### config.mk
export PLATFORM = sky130hd
export DESIGN_NAME = mux_n_x_1_stream
export DESIGN_NICKNAME = d
export VERILOG_FILES = /design/src/rtl/mux_pkg.sv /design/src/rtl/mux_n_x_1_stream_rr_arbiter.sv /design/src/rtl/mux_n_x_1_stream.sv
export SDC_FILE = /design/constraint.sdc
export NUM_CORES = 1
export LEC_CHECK = 0
export CAP_MARGIN = 5
export CORE_MARGIN = 4
export CORE_UTILIZATION = 32
export DETAILED_ROUTE_END_ITERATION = 16
export GPL_TIMING_DRIVEN = 1
export PLACE_DENSITY = 0.78
export SLEW_MARGIN = 40
export SYNTH_ARGS = -nofsm -noshare
export SYNTH_HDL_FRONTEND = slang
export SYNTH_SLANG_ARGS = --single-unit
### constraint.sdc
create_clock -name clk -period 1.75 [get_ports clk]
set_clock_uncertainty 0.05 [all_clocks]
set_input_delay 0.525 -clock clk [delete_from_list [all_inputs] [get_ports clk]]
set_output_delay 0.525 -clock clk [all_outputs]
set_load 0.05 [all_outputs]
### src/rtl/mux_pkg.sv
// Shared definitions for the N-to-1 streaming multiplexer.
package mux_pkg;

   localparam int N_DEF     = 4;
   localparam int WIDTH_DEF = 8;

   // Index width for n items, never less than one bit.
   function automatic int clog2_min1(input int n);
      int r;
      r = 0;
      while ((1 << r) < n) r++;
      return (r < 1) ? 1 : r;
   endfunction

endpackage

### src/rtl/mux_n_x_1_stream_rr_arbiter.sv
// Round-robin arbiter for mux_n_x_1_stream. The module is only defined when
// MUX_RR_EN is set, so explicit-select builds carry no pointer or search logic.
`ifdef MUX_RR_EN
module rr_arbiter
   import mux_pkg::*;
#(
   parameter int N    = N_DEF,
   parameter int SELW = clog2_min1(N_DEF)
) (
   input  logic            clk,
   input  logic            rst_n,
   input  logic [N-1:0]    req,
   input  logic            advance,
   output logic [SELW-1:0] grant_idx,
   output logic            grant_vld
);

   logic [SELW-1:0] ptr_q, ptr_d;
   int              scan_idx;

   // First requester at or above ptr, wrapping past N-1 back to 0.
   always_comb begin
      grant_vld = 1'b0;
      grant_idx = '0;
      scan_idx  = 0;
      for (int k = 0; k < N; k++) begin
         scan_idx = int'(ptr_q) + k;
         if (scan_idx >= N) scan_idx = scan_idx - N;
         if (!grant_vld && req[scan_idx]) begin
            grant_vld = 1'b1;
            grant_idx = SELW'(scan_idx);
         end
      end
   end

   // Pointer moves past the winner only when a word is actually taken.
   always_comb begin
      ptr_d = ptr_q;
      if (advance) ptr_d = SELW'((int'(grant_idx) + 1) % N);
   end

   // Pointer register.
   always_ff @(posedge clk) begin
      if (!rst_n) ptr_q <= '0;
      else        ptr_q <= ptr_d;
   end

endmodule
`endif

### src/rtl/mux_n_x_1_stream.sv
// N-to-1 valid/ready multiplexer with a one-entry registered output tagged by
// source channel. Build option MUX_RR_EN: round-robin arbitration across the
// valid inputs replaces the explicit sel input.
//
// state | meaning
// EMPTY | out_valid=0, register free, a chosen channel may load
// FULL  | out_valid=1, word held until out_ready; reload allowed same cycle
module mux_n_x_1_stream
   import mux_pkg::*;
#(
   parameter int   N     = N_DEF,
   parameter int   WIDTH = WIDTH_DEF,
   localparam int  SELW  = clog2_min1(N)
) (
   input  logic               clk,
   input  logic               rst_n,
   input  logic [N*WIDTH-1:0] in_data,
   input  logic [N-1:0]       in_valid,
   output logic [N-1:0]       in_ready,
   input  logic [SELW-1:0]    sel,
   output logic [WIDTH-1:0]   out_data,
   output logic               out_valid,
   input  logic               out_ready,
   output logic [SELW-1:0]    out_chan
);

   logic [WIDTH-1:0] out_data_q, out_data_d;
   logic [SELW-1:0]  out_chan_q, out_chan_d;
   logic             out_valid_q, out_valid_d;

   logic [SELW-1:0]  chosen;
   logic             chosen_ok;
   logic             can_load;
   logic             xfer_in;
   logic [WIDTH-1:0] chosen_data;

`ifdef MUX_RR_EN
   rr_arbiter #(
      .N    (N),
      .SELW (SELW)
   ) u_arb (
      .clk       (clk),
      .rst_n     (rst_n),
      .req       (in_valid),
      .advance   (xfer_in),
      .grant_idx (chosen),
      .grant_vld (chosen_ok)
   );
`else
   assign chosen    = sel;
   assign chosen_ok = (int'(sel) < N);
`endif

   assign can_load = !out_valid_q || out_ready;

   // Only the chosen channel sees ready, and only when the register can take a word.
   always_comb begin
      in_ready = '0;
      for (int i = 0; i < N; i++) begin
`ifdef MUX_RR_EN
         in_ready[i] = can_load && chosen_ok && (int'(chosen) == i) && in_valid[i];
`else
         in_ready[i] = can_load && chosen_ok && (int'(chosen) == i);
`endif
      end
   end

   assign xfer_in = |(in_ready & in_valid);

   // Data mux by loop so an out-of-range index never slices outside in_data.
   always_comb begin
      chosen_data = '0;
      for (int i = 0; i < N; i++) begin
         if (int'(chosen) == i) chosen_data = in_data[i*WIDTH +: WIDTH];
      end
   end

   // Next output-register contents: load on transfer in, drain on transfer out.
   always_comb begin
      out_data_d  = out_data_q;
      out_chan_d  = out_chan_q;
      out_valid_d = out_valid_q;
      if (xfer_in) begin
         out_data_d  = chosen_data;
         out_chan_d  = chosen;
         out_valid_d = 1'b1;
      end else if (out_ready) begin
         out_valid_d = 1'b0;
      end
   end

   // Output register; reset discards any held word.
   always_ff @(posedge clk) begin
      if (!rst_n) begin
         out_data_q  <= '0;
         out_chan_q  <= '0;
         out_valid_q <= 1'b0;
      end else begin
         out_data_q  <= out_data_d;
         out_chan_q  <= out_chan_d;
         out_valid_q <= out_valid_d;
      end
   end

   assign out_data  = out_data_q;
   assign out_chan  = out_chan_q;
   assign out_valid = out_valid_q;

endmodule

==> summary.txt <==
Global route
  • Largest net degree at the start of global routing: 12
  • Number of global-route vias before repair: 947
  • Antenna violations before repair: 0
  • First-pass GRT wire length: 4380 um
  • Overall global routing resource usage: 0.183
  • Gr ovfl total: 0

Floorplan
  • Die area: 3060 sq um
  • Die Span X: approximately 55 um
  • Core footprint: slightly above 2000 sq um
  • Ports: 56
  • Chip Height: approximately 55 um
  • Row count: 16
  • Initial Utilization: 0.351

Detailed routing
  • Initial DRC count: 18
  • Post-Route WL: 2670 um
  • Via/cell ratio: 5.26
  • DRC violations left: 0
  • DRT Pass-1 Iters: 4
  • Wirelength per Cell: between 15 and 20 um
  • Post-Route M1 WL: 936 um
  • Met3 routed WL: 278 um
  • DRT antenna net count: 0
  • Met2 WL: around 1400 um
  • Top Layer Used: met4
  • Vias: 831

Timing
  • Slew Viols, Final: 0
  • Worst slew pin tran: about 0.38 ns
  • Hold Slack: 0.450 ns
  • Fin crit period: 1.75 ns
  • Setup violators final: 0
  • Worst slew margin: 0.740
  • Hold Fails Final Rpt: 0
  • Fmax: between 500 and 600 MHz
  • Final period utilization: 1.00
  • RSZ-0062 raised after global routing: true
  • Final WS setup: 0.000439 ns

Synthesis
  • Top cells by area, synth: dfxtp_1 (31%), mux4_2 (25%), a21boi_1 (9.4%), nand3_1 (7.0%), o21ai_0 (4.2%)
  • Synthesized Nets: 108
  • Netlist cell types: 24
  • Seq/Total Area, Yosys: 0.307
  • Post-synthesis register bit count: 11
  • Yosys top cell by area: dfxtp_1
  • Synth warn: 0
  • Top cell type's share of synthesized area: 0.307
  • Synth Instances: 67
  • Mapped cell area: 717 sq um
  • Syn avg cell area: 10.7 sq um

Power
  • Switch share: 0.330
  • Peak VDD IR: between 0.3 and 0.4 mV
  • Total design power: 0.937 mW
  • Flop pwr share: 0.315
  • Clock share of power: 0.186
  • P_sw: 0.310 mW
  • Internal Power: between 0.6 and 0.7 mW
  • Comb pwr share: 0.499
  • Leakage dissipation: 0.620 nW
  • PD cells: between 500 and 600 nW/um^2

Outcome
  • Status: finished, final reports clean

Finish
  • Most common cell after layout, fill and taps aside: clkdlybuf4s50_1
  • Layout cells sized above 1: 0.397
  • Ant. Diodes: 0
  • Final nets: about 170
  • Most frequent cells in the layout: clkdlybuf4s50_1 (37), buf_12 (16), nand3_1 (10), dfxtp_1 (10), a21boi_1 (9)
  • Finished Core Util: 0.785
  • Area Overhead vs Synth: 124%
  • Fill cells: 127

Setup path
  • WP data required: around 1.2 ns
  • Type of origin of the critical path: register
  • Worst Path Max Fanout: 3
  • Crit path max-delay family: simple AND/OR/NAND/NOR gates
  • CP cell instances: nor2b_4 -> nor3b_4 -> buf_12
  • Max incr delay on CP: 0.36 ns
  • Crit-path slowest cell: dfxtp_4
  • Critical Path AT: 1.17 ns
  • Critical path endpoint category: primary output
  • CP bufs+invs: 1
  • WS Path Type: reg -> out

Clock tree
  • Root Buffer: clkbuf_4
  • # H-tree levels: 1
  • Clk Latency, worst-skew pair: 0.27 ns
  • CTS clock-pin slew for the worst setup and hold paths: 0.07 ns
  • Clk buf depth: 2
  • Clk sink count: 11
  • # hold bufs at CTS: 0
  • Num CTS Buffers: 3
  • CTS tree: built

Flow run
  • Max-cap violations: 0

Hold path
  • Worst Hold Class: reg -> reg

Placed design
  • I/O Buffers: 55
  • Final GP Congestion: 0.688
  • Setup WS pre-CTS: -0.541 ns
  • DP HPWL: 2220 um
## tightest hold or removal path, cell delays in order, from the launching register on
cell and delay, ns:
dfxtp_1 0.33, nand3_1 0.07, a21boi_1 0.05
## cells in the mapped netlist
cell type / instances
dfxtp_1: 11
nand3_1: 10
a21boi_1: 9
mux4_2: 8
o21ai_0: 6
o21ai_1: 3
buf_2: 2
buf_6: 2
and3_1: 1
and3_4: 1
buf_4: 1
clkbuf_1: 1
mux2_4: 1
mux2i_1: 1
nand2_1: 1
nand2b_1: 1
nor2_1: 1
nor2b_1: 1
nor3_1: 1
nor3_2: 1
nor3b_1: 1
o211a_1: 1
o31a_1: 1
or3_1: 1
## per-stage QoR
stage          TNS, ns  instance area, sq um  cells
4_1_cts        -0.0315                  1590    157
5_1_grt        -0.0648                  1600    158
2_1_floorplan   -0.241                   762     67
6_report             0                  1600    158
3_5_place_dp     -7.13                  1500    150
3_3_place_gp     -5.41                  1500    150
## registers in the layout, summed over array words and instances (netlist names)
name / flops
out_data: 8
out_chan: 2
out_valid: 1
## area by class of cell
cell class | instances | area, sq um | share of cell area
timing repair buffer | 66 | 802 | 0.500
multi-input combinational | 50 | 517 | 0.322
sequential | 11 | 224 | 0.140
tap | 27 | 33.8 | 0.0211
clock buffer | 4 | 26.3 | 0.0164
## logic make-up (layout without fill, tap and decap cells)
family | count (synthesis) | in the layout | share of synthesized area
AOI/OAI and AO/OA | 20 | 20 | 0.183
buffers and inverters | 6 | 70 | 0.0611
DFF | 11 | 11 | 0.307
and+or+nand+nor | 20 | 20 | 0.162
muxes | 10 | 10 | 0.286
## per-layer routing
metal / vias to the layer above / global-route usage
li1: 390 / -
met1: 387 / 0.186
met2: 48 / 0.331
met3: 6 / 0.0816
met4: 0 / 0.0556
met5: - / 0
## worst paths after layout
check / to / cells after the start / from / slack [ns]
hold / removal: out_data[0] / 2 / out_data[0] / 0.45
setup reg to reg: out_data[2] / 5 / out_valid / 0.26
hold reg to reg: out_data[0] / 2 / out_data[0] / 0.45
setup / recovery: in_ready[1] / 3 / out_valid / 0.0004
## power groups by stage
stage / clock (mW) / combinational [mW] / sequential [mW]
3_3_place_gp: 0 / 0.432 / 0.301
5_1_grt: 0.195 / 0.490 / 0.298
2_1_floorplan: 0 / 0.142 / 0.362
4_1_cts: 0.178 / 0.465 / 0.295
3_5_place_dp: 0 / 0.444 / 0.301
6_report: 0.175 / 0.467 / 0.295
## timing repair
item	4_1_cts	5_1_grt
setup endpoints to repair	15	4
setup buffers	3	1
pin swaps	2	3
resized for setup	25	2
gates cloned	0	0
Note: power is estimated with default switching activity, not from simulation.
==> variant (config.mk and constraints unchanged) <==
Change the package constant `N_DEF` from 4 to 3.
--- a/src/rtl/mux_pkg.sv
+++ b/src/rtl/mux_pkg.sv
@@ -2,5 +2,5 @@
 package mux_pkg;
 
-   localparam int N_DEF     = 4;
+   localparam int N_DEF     = 3;
    localparam int WIDTH_DEF = 8;
 
Ports: changed (resized in_data, in_ready and in_valid); port bits go from 56 to 46. The function was not compared with the original's and may differ.
==> variant against the unedited design <==
  * The run now ends with setup timing left
  * Critical path depth rose by 1
  * Synthesized cell count is 3.0% lower
  * Wire length shrank 4.1%
  * Design area down 11%
  * Setup slack worse by 2.1 ps
  * Area after synthesis decreased by 12%
  * Utilization grew 0.26 points
  * Sequential cell count unchanged
  * First-iteration DRC count is 72% lower
  * Die area fell by 11%
  * Power shrank 5.8%
  * Critical path type is now input port to output pin
  * Largest power group unchanged
==> variant: results (changes against the unedited design) <==
| Metric | Value |
|---|---|
| Yosys cell types | 17 (-29%) |
| Net switching power | 0.0002927 W (-5.5%) |
| Register-to-register setup slack | 130 ps (-130 ps) |
| Layout cell share with drive strength beyond 1 | 36.29% (-3.4 points) |
| Avg Synthesized Cell Area | 9.663 um^2 (-9.7%) |
| Largest net degree at the start of global routing | 13 (+1) |
| Via/cell ratio | 5.081 (-3.4%) |
| Worst Tran Pin Value | 401.5 ps (+22.79 ps) |
| Worst R2R Path Depth | 6 (+1) |
| Top post-synthesis cells by area | dfxtp_1 (35%), mux2i_1 (14%), o211a_1 (13%) |
| Dpl ws | -522.8 ps (+17.86 ps) |
| Status | finished, violations left |
| Final setup margin | -1.685 ps (-2.124 ps) |
| P_leak | 0.6762 nW (+9.1%) |
| Synth top cells by count | dfxtp_1 (11), mux2i_1 (9), nand2_1 (8), o211a_1 (8), o221ai_1 (8) |
| End of the worst hold path | out_chan[1] |
| # placed instances | 138 (-8.0%) |
| Worst path max stage delay | 210 ps (-150 ps) |
| Final std cells w/o fill | 149 (-5.7%) |
| Maximum fanout along the worst path | 5 (+2) |
| Maximum vdd drop | 0.5978 mV (+87%) |
| Initial DRC count | 5 (-13) |
| DP HPWL | 1859 um (-16%) |
| Hold slack | 498.4 ps (+48.12 ps) |
| Placer Congestion | 0.7438 (+8.1%) |
| Vias in the first global route | 788 (-17%) |
| Syn nets | 97 (-10%) |
| Violated checks | setup timing |
| Final Setup Violations | 1 (+1) |
| Final net count | 157 (-9.2%) |
| Register area share after synthesis | 35.06% (+4.3 points) |
| Total track usage | 19.81% (+1.5 points) |
## variant: cell types whose count changed after synthesis, moves of 8 or more
cell / before / now
o221ai_1: 0 / 8
mux4_2: 8 / 0
mux2i_1: 1 / 9
nand3_1: 10 / 0
a21boi_1: 9 / 0
## variant: how the worst max path moves through the flow
stage                     startpoint           to  slack (ps)  cells after the start
after global placement     out_ready  in_ready[1]        -470                      4
after CTS                  out_ready  in_ready[1]         -20                      4
after detailed placement      sel[0]  out_data[1]        -520                      6
final                      out_ready  in_ready[1]          -2                      4
after floorplan            out_ready  in_ready[1]        -100                      2
after global routing       out_valid  in_ready[1]         -50                      3
## variant: metal layers
metal  GRT usage [%]  routed length, um  vias to the layer above  part of all wire [%]
met1           22.11                956                      355                    37
li1                -                  -                      366                     -
met5               0                  0                        -                     0
met2           35.54               1388                       32                    54
met4           9.362                 55                        0                   2.1
met3           3.704                163                        4                   6.4
## variant: metrics by stage
stage          power [W]  setup TNS, ps  utilization [%]  instance area, um^2
2_1_floorplan  0.0004715         -218.1                -                659.4
3_3_place_gp   0.0006786          -6186            72.57                 1308
3_5_place_dp   0.0006845          -6618            72.57                 1308
4_1_cts        0.0008767         -24.61            77.08                 1389
5_1_grt        0.0009197         -48.65            78.75                 1419
6_report       0.0008830         -1.685            78.75                 1419
## variant: timing repair
| item | in CTS | in global routing |
|---|---|---|
| resized for setup | 20 | 4 |
| setup buffers | 5 | 0 |
| cloned | 0 | 2 |
| pin swaps | 1 | 5 |
| endpoints found under the setup margin | 14 | 11 |
## variant: cell families after synthesis
kind of cell	count (synthesis)	share of synthesized area, %
flops	11	35.06
compound gates	18	26.30
mux	9	14.34
buf+inv	7	7.171
simple gates	20	17.13
## variant: power by group through the flow
| stage | combinational (W) | clock, W | sequential (W) |
|---|---|---|---|
| floorplan | 0.000108 | 0 | 0.000364 |
| finish | 0.000412 | 0.000177 | 0.000295 |
| detailed placement | 0.000384 | 0 | 0.000301 |
| global route | 0.000429 | 0.000194 | 0.000297 |
| CTS | 0.000402 | 0.000180 | 0.000295 |
| global placement | 0.000378 | 0 | 0.000301 |
## variant: area by class of cell
cell class                      instances  area [um^2]
Timing Repair Buffer                   61        720.7
Multi-Input combinational cell         48        419.2
Fill cell                             104        382.9
Sequential cell                        11        221.5
Tap cell                               25        31.28
Clock buffer                            4        26.28
## variant: tightest hold or removal path: cells and delay by family, from the launching register on
family / cells / cell delay [ps]
AND/OR/NAND/NOR: 2 / 160
flip-flops: 1 / 340
